<file path="src/rtl/reg_bank_param.sv">
// reg_bank_param
// Parametrised integer register file for the pipelined core.
//   - NRD combinational read ports, register 0 reads as zero
//   - one write port, optional same-cycle write-to-read bypass
//   - per-register pending scoreboard (set on issue, cleared on writeback)
//   - software clear that sweeps registers 1..NREGS-1, one per cycle
//
// Ports
//   clk        rising-edge clock
//   rst        asynchronous active-high reset
//   we/wa/wd   write enable, address, data
//   ra         NRD packed read addresses, port i at [i*AW +: AW]
//   rd         NRD packed read data, port i at [i*XLEN +: XLEN]
//   iss_valid  mark iss_rd pending
//   iss_rd     destination register of the issued instruction
//   pend       pending bit per register (bit 0 always 0)
//   clr_req    single-cycle clear request
//   clr_busy   high while the sweep runs
//
// state  | meaning
// IDLE   | normal operation, writes and issues accepted
// SWEEP  | clearing register r_cnt this cycle, writes/issues dropped
module reg_bank_param #(
    parameter int XLEN   = 32,
    parameter int NREGS  = 32,
    parameter int NRD    = 2,
    parameter int BYPASS = 0,
    localparam int AW    = $clog2(NREGS)
) (
    input  logic                clk,
    input  logic                rst,
    input  logic                we,
    input  logic [AW-1:0]       wa,
    input  logic [XLEN-1:0]     wd,
    input  logic [NRD*AW-1:0]   ra,
    output logic [NRD*XLEN-1:0] rd,
    input  logic                iss_valid,
    input  logic [AW-1:0]       iss_rd,
    output logic [NREGS-1:0]    pend,
    input  logic                clr_req,
    output logic                clr_busy
);

    typedef enum logic {S_IDLE, S_SWEEP} state_t;

    state_t           r_state;
    state_t           w_state_nxt;
    logic [AW-1:0]    r_cnt;
    logic [AW-1:0]    w_cnt_nxt;
    logic             w_sweep_clr;
    logic [XLEN-1:0]  r_regs [NREGS];
    logic [NREGS-1:0] r_pend;
    logic [NREGS-1:0] w_pend_nxt;
    logic             w_wr_ok;
    logic             w_iss_ok;

    // Register 0 and addresses beyond NREGS (non power-of-two depth) are not storage.
    function automatic logic f_valid_addr(input logic [AW-1:0] a);
        return (a != '0) && (32'(a) < 32'(NREGS));
    endfunction

    assign clr_busy = (r_state == S_SWEEP);
    assign w_wr_ok  = we && f_valid_addr(wa) && !clr_busy;
    assign w_iss_ok = iss_valid && f_valid_addr(iss_rd) && !clr_busy;
    assign pend     = r_pend;

    always_ff @(posedge clk or posedge rst) begin
        if (rst) begin
            r_state <= S_IDLE;
            r_cnt   <= '0;
        end else begin
            r_state <= w_state_nxt;
            r_cnt   <= w_cnt_nxt;
        end
    end

    always_comb begin
        w_state_nxt = r_state;
        w_cnt_nxt   = r_cnt;
        w_sweep_clr = 1'b0;
        case (r_state)
            S_IDLE: begin
                if (clr_req) begin
                    w_state_nxt = S_SWEEP;
                    w_cnt_nxt   = AW'(1);
                end
            end
            S_SWEEP: begin
                w_sweep_clr = 1'b1;
                w_cnt_nxt   = r_cnt + 1'b1;
                if (r_cnt == AW'(NREGS - 1)) begin
                    w_state_nxt = S_IDLE;
                    w_cnt_nxt   = '0;
                end
            end
            default: begin
                w_state_nxt = S_IDLE;
                w_cnt_nxt   = '0;
            end
        endcase
    end

    // Clear is applied before set so a same-cycle issue to the written register wins.
    always_comb begin
        w_pend_nxt = r_pend;
        if (w_sweep_clr) w_pend_nxt[r_cnt] = 1'b0;
        if (w_wr_ok)     w_pend_nxt[wa]    = 1'b0;
        if (w_iss_ok)    w_pend_nxt[iss_rd] = 1'b1;
        w_pend_nxt[0] = 1'b0;
    end

    always_ff @(posedge clk or posedge rst) begin
        if (rst) begin
            r_pend <= '0;
        end else begin
            r_pend <= w_pend_nxt;
        end
    end

    // Writes are blocked while sweeping, so the two updates never target the same cycle.
    always_ff @(posedge clk or posedge rst) begin
        if (rst) begin
            for (int i = 0; i < NREGS; i++) begin
                r_regs[i] <= '0;
            end
        end else begin
            if (w_wr_ok)     r_regs[wa]    <= wd;
            if (w_sweep_clr) r_regs[r_cnt] <= '0;
        end
    end

    always_comb begin
        rd = '0;
        for (int i = 0; i < NRD; i++) begin
            if (f_valid_addr(ra[i*AW +: AW])) begin
                if ((BYPASS != 0) && w_wr_ok && (ra[i*AW +: AW] == wa)) begin
                    rd[i*XLEN +: XLEN] = wd;
                end else begin
                    rd[i*XLEN +: XLEN] = r_regs[ra[i*AW +: AW]];
                end
            end
        end
    end

endmodule

</file>
<file path="config.mk">
export PLATFORM = sky130hd
export DESIGN_NAME = reg_bank_param
export DESIGN_NICKNAME = d
export VERILOG_FILES = /design/src/rtl/reg_bank_param.sv
export SDC_FILE = /design/constraint.sdc
export NUM_CORES = 2
export LEC_CHECK = 0
export CAP_MARGIN = 25
export CORE_MARGIN = 2
export CORE_UTILIZATION = 35
export DETAILED_ROUTE_END_ITERATION = 12
export PLACE_DENSITY = 0.56
export SLEW_MARGIN = 20
export SYNTH_ARGS = -nofsm -noshare
export SYNTH_HDL_FRONTEND = slang
export SYNTH_SLANG_ARGS = --single-unit
</file>
<file path="constraint.sdc">
create_clock -name clk -period 45.7 [get_ports clk]
set_input_delay 11.425 -clock clk [delete_from_list [all_inputs] [get_ports clk]]
set_output_delay 11.425 -clock clk [all_outputs]
set_load 0.01 [all_outputs]
</file>
# == Yosys cells after proc, flatten, opt, wreduce, memory -nomap -nowiden ==
# Index checks and enable logic that the tools add are counted.
# W data, S select, Z words.
# word_totals
register_bits,1061
inputBits,57
output_inout_bits,97
word_cells,107
# classes
addsub,1
order_cmp,12
eq_ne,2
mux,31
bitwise_logic,12
reduce_logical,14
# ops
op,count
$mux W1024,2
$and A1024 B1024 Y1024,1
$bwmux W1024,1
$not A1024 Y1024,1
$mux W32,11
$bmux W32 S5,2
$demux W32 S5,2
$and A32 B32 Y32,2
$not A32 Y32,2
$or A32 B32 Y32,1
$ge A6 B6 Y1 const B,4
$not A5 Y6,4
$reduce_bool A5 Y1,4
$lt A5 B6 Y1 const B,3
$demux W1 S5,3
$ge A5 B1 Y1 const B,3
$lt A6 B1 Y1 const B,2
$mux W5,2
$pmux W5 S2,1
$logic_and A1 B1 Y1,9
$mux W1,6
$add A5 B1 Y5 const B,1
$eq A5 B5 Y1 const B,1
$ne A2 B2 Y1 const B,1
other kinds (3),3

# == Logic depth before layout (Yosys ltp) ==
# logic_depth
ltp_word,11
ltp_mapped,8
depth_no_buf,5

# == Worst setup path after synthesis ==
# Ideal clock, no wire load.
# synth_timing
kind,input-to-output
from,input ra[0]
to,output rd[12]
arrival_time_ps,12827
required_time_ps,34275
path_slack_ps,21448
path_stages,7
n_path_buf,4
path_cell_list,buf_4 inv_2 buf_4 buf_2 clkbuf_1 o2111ai_1 a311oi_1
# synth_via
elab_chain_cells,5
word_cells_on_any_way,6
classes_between,mux: 4; bitwise: 1; reduce/logical: 1
# synth_rtl
item,line_no,rtl
start: declaration,35,"input logic [NRD*AW-1:0] ra,"
$not A5 Y6 (not written as such),139,rd[i*XLEN +: XLEN] = r_regs[ra[i*AW +: AW]];
$bmux W32 S5,139,
$mux W32 (not written as such) (2 in a row),139,
$mux W32 (*),135,if (f_valid_addr(ra[i*AW +: AW])) begin
end: declaration,36,"output logic [NRD*XLEN-1:0] rd,"
# Mark *: on every way between the ends. The rest lies on a longest branch, timed or not. The select of a mux whose other input is x is not followed.

# == Worst setup path after layout ==
# layout_timing
from,input ra[6]
to,output rd[63]
# Same word-level chain as after synthesis.

==> metrics.md <==
| Metric | Value |
|---|---|
| Tot GR Track Use | around 28% |
| Worst path most repeated cell | buf_4 |
| TritonCTS buffer count | 112 |
| Clock slew at reported path FFs | 60 ps |
| Hold Path Origin | r_regs[997] |
| Final hold vios | 0 |
| Ys Warns | 0 |
| Multiplexer share of the synthesized area | a little over a fifth |
| Synth top cells by count | nand2_1 (1996), dfrtp_1 (1061), a21oi_1 (960) |
| Pwr Density | 42.5 nW/um^2 |
| Post-route clock period utilization | ~61% |
| Max cap viols | 0 |
| Pin count of the biggest net entering global routing | 133 |
| Crit end category | primary output |
| # hold bufs at CTS | 0 |
| Die area | about 170000 um^2 |
| Vias per Instance | between 6 and 7 |
| Hpwl dp | between 100000 and 150000 um |
| Drt pass-1 iters | 5 |
| Register-to-Register Path Depth | 5 |
| Worst vdd ir | ~0.000031 V |
| Most used flip-flop cell after synthesis | dfrtp_1 |
| H-tree levels | 3 |
| Hold WC Path Type | flop to flop |
| Slew @ Worst Pin | roughly 1200 ps |
| Core area | approximately 170000 um^2 |
| Final min period | 27760 ps |
| Largest area contributor in the synthesized netlist | dfrtp_1 |
| Starting density of the core | 35.2% |
| Mapped Area | 59500 um^2 |
| WP data arrival | 16330 ps |
| R2R setup slack | about 43000 ps |
| Share of Yosys cell area claimed by the top area cell type | 44.6% |
| Final core area utilization | about two fifths |
| Yosys cell types | around 60 |
| Clock root buffer | clkbuf_16 |
| Post-route setup TNS | 0 ps |
| Cell count after synthesis | 6059 |
| Max-slew violation count | 0 |
| Number of flops mapped to enable cells by yosys | 0 |
| Die Span Y | 416 um |
| Async set-reset flop share out of synthesis | 100% |
| Global-route wire length before repair | 356000 um |
| Synth-to-Final Area Change | 11.8% |
| Initial DRC Count | around 6000 |
| Xor and xnor fraction of the mapped netlist area | less than 1% |
| Post_cts resized | 0 |
| Largest family of logic cells by synthesized area | multiplexers |
| Clock Path Buffers | 3 |
| WS Path Type | primary input to primary output |
| Area fraction in compound gates after synthesis | roughly an eighth |
| DR WL/cell | 29.8 um |
| Top-count cell post-synth | nand2_1 |
| Synth Area in Adders | less than 1% |
| Status | finished, final reports clean |
| Vias | 50539 |
| Worst clock skew | 32.2 ps |
| Fmax | 0.0360 GHz |
| Synth Register Bits | between 1000 and 1500 |
| Top post-synthesis cells by area | dfrtp_1 (45%), mux4_2 (17%), nand2_1 (13%) |
| Final ANT Viol Nets | 0 |
| I/O Buffers | 152 |
| P_leak | between 20 and 30 nW |
| Max_slew headroom | about a fifth |
| Critical path fanouts, max | between 50 and 60 |
| CP max-delay cell | a311oi_1 |
| Post-Route WL | about 240000 um |
| Vias in the first global route | ~50000 |
| Startpoint Class | primary input |
| Fin nets | 5957 |
| Final Wtd Congestion | roughly 0.9 |
| Share of cells above drive strength 1 | 16.8% |
| Number of post-CTS setup repair buffers | 0 |
| Initial antenna violation count | 8 |
| Syn avg cell area | between 9 and 10 um^2 |
| Post-route DRC | 0 |
| CP Buf/Inv Count | 5 |
| Max incr delay on CP | 950 ps |
| Reg-to-reg endpoint | r_regs[68] |
| Die width | around 420 um |
| CP required | between 30000 and 40000 ps |
| Top delay family on crit path | buffers and inverters |
| Worst Hold Path EP | r_regs[997] |
| GRT overflow | 0 |
| CTS tree | built |
| Sequential fraction of the synthesis area | 44.6% |
| Clk sinks | approximately 1100 |
| Worst-Skew Late Latency | between 700 and 800 ps |
| Ports | roughly 150 |
| Cell Rows | 151 |
| WP depth | 8 |
| Filler instances | roughly 16000 |
| RSZ-0062 raised after global routing | no |
| Post-Syn Nets | slightly above 6000 |
| CP cell instances | buf_8 > buf_4 > buf_4 > buf_4 > mux4_2 > a22oi_1 > a311oi_1 > clkdlybuf4s50_1 |
| Post-Synth Simple-Gate Area | between 10% and 20% |
| Hold depth | 1 |
| RR Startpoint | clr_busy |
| Number of setup violations in the final report | 0 |
## worst register-to-register path, cell delays in order, from the launching register on
cell     delay (ps)
dfrtp_1         340
buf_4           350
nand3_1         730
nor2_4          410
buf_4           500
a21oi_1         140
## per-layer routing
metal / global-route usage [%] / share of wire, % / routed length [um] / vias up
li1: - / - / - / 20931
met1: 35.5 / 38 / 92300 / 25748
met2: 43.8 / 46 / 113000 / 3108
met3: 6.95 / 11 / 25800 / 750
met4: 14.3 / 5.4 / 13200 / 2
met5: 0 / 0.0049 / 12 / -
## kinds of logic (layout without fill, tap and decap cells)
kind of cell / after synthesis / in the layout
AOI/OAI and AO/OA: 1382 / 1382
xor gates and xnor gates: 2 / 2
adders and majority gates: 5 / 5
buffers and inverters: 637 / 565
DFF: 1061 / 1061
muxes: 672 / 672
other: 1 / 5
and+or+nand+nor: 2299 / 2299
## how the worst max path moves through the flow
stage | start | end | slack [ps]
2_1_floorplan | rst | clr_busy | 4410
3_3_place_gp | ra[6] | rd[52] | 17740
3_5_place_dp | ra[6] | rd[53] | 17920
4_1_cts | ra[6] | rd[53] | 17890
5_1_grt | ra[6] | rd[32] | 17810
6_report | ra[6] | rd[63] | 17940
## cell type report
class | instances | area, um^2 | area share (%)
multi-input cells | 4361 | 30200 | 45.4
flip-flops and latches | 1061 | 26600 | 39.9
clock buffers | 167 | 3330 | 5.01
repair buffers | 349 | 3160 | 4.74
well taps | 2218 | 2780 | 4.17
clock inverters | 39 | 434 | 0.652
inverters | 10 | 47.5 | 0.0714
diodes | 4 | 10.0 | 0.0150
## state kept, by name, indices dropped and copies added (netlist names)
| name | flops |
|---|---|
| clr_busy | 1 |
| r_regs | 1024 |
| pend | 31 |
| r_cnt | 5 |
## through the flow
stage	area (um^2)	cells	hold WS [ps]	setup slack, ps	power (W)
2_1_floorplan	59500	6059	467	4410	0.00161
3_3_place_gp	62500	7987	483	17740	0.00185
3_5_place_dp	62600	7991	490	17920	0.00187
4_1_cts	66400	8197	508	17890	0.00282
5_1_grt	66500	8207	521	17810	0.00293
6_report	66600	8209	508	17940	0.00283
## report_power, final
part           internal (W)  switching [W]
clock              0.000543       0.000413
combinational      0.000273       0.000385
sequential          0.00109       0.000123
total               0.00191       0.000921
## layout by cell type, fill, tap and decap left out, drive strengths merged, types with 22 or more instances in the layout
cell,n
o21ai,147
a311oi,64
nor2b,77
buf,206
nor3,22
clkdlybuf4s50,142
clkbuf,168
nand2,1997
nor2,82
a22oi,64
mux4,448
and2,39
a211oi,64
clkinv,32
a21oi,960
a221oi,48
mux2i,160
mux2,64
dfrtp,1061
Power figures use the tool's default switching activity.
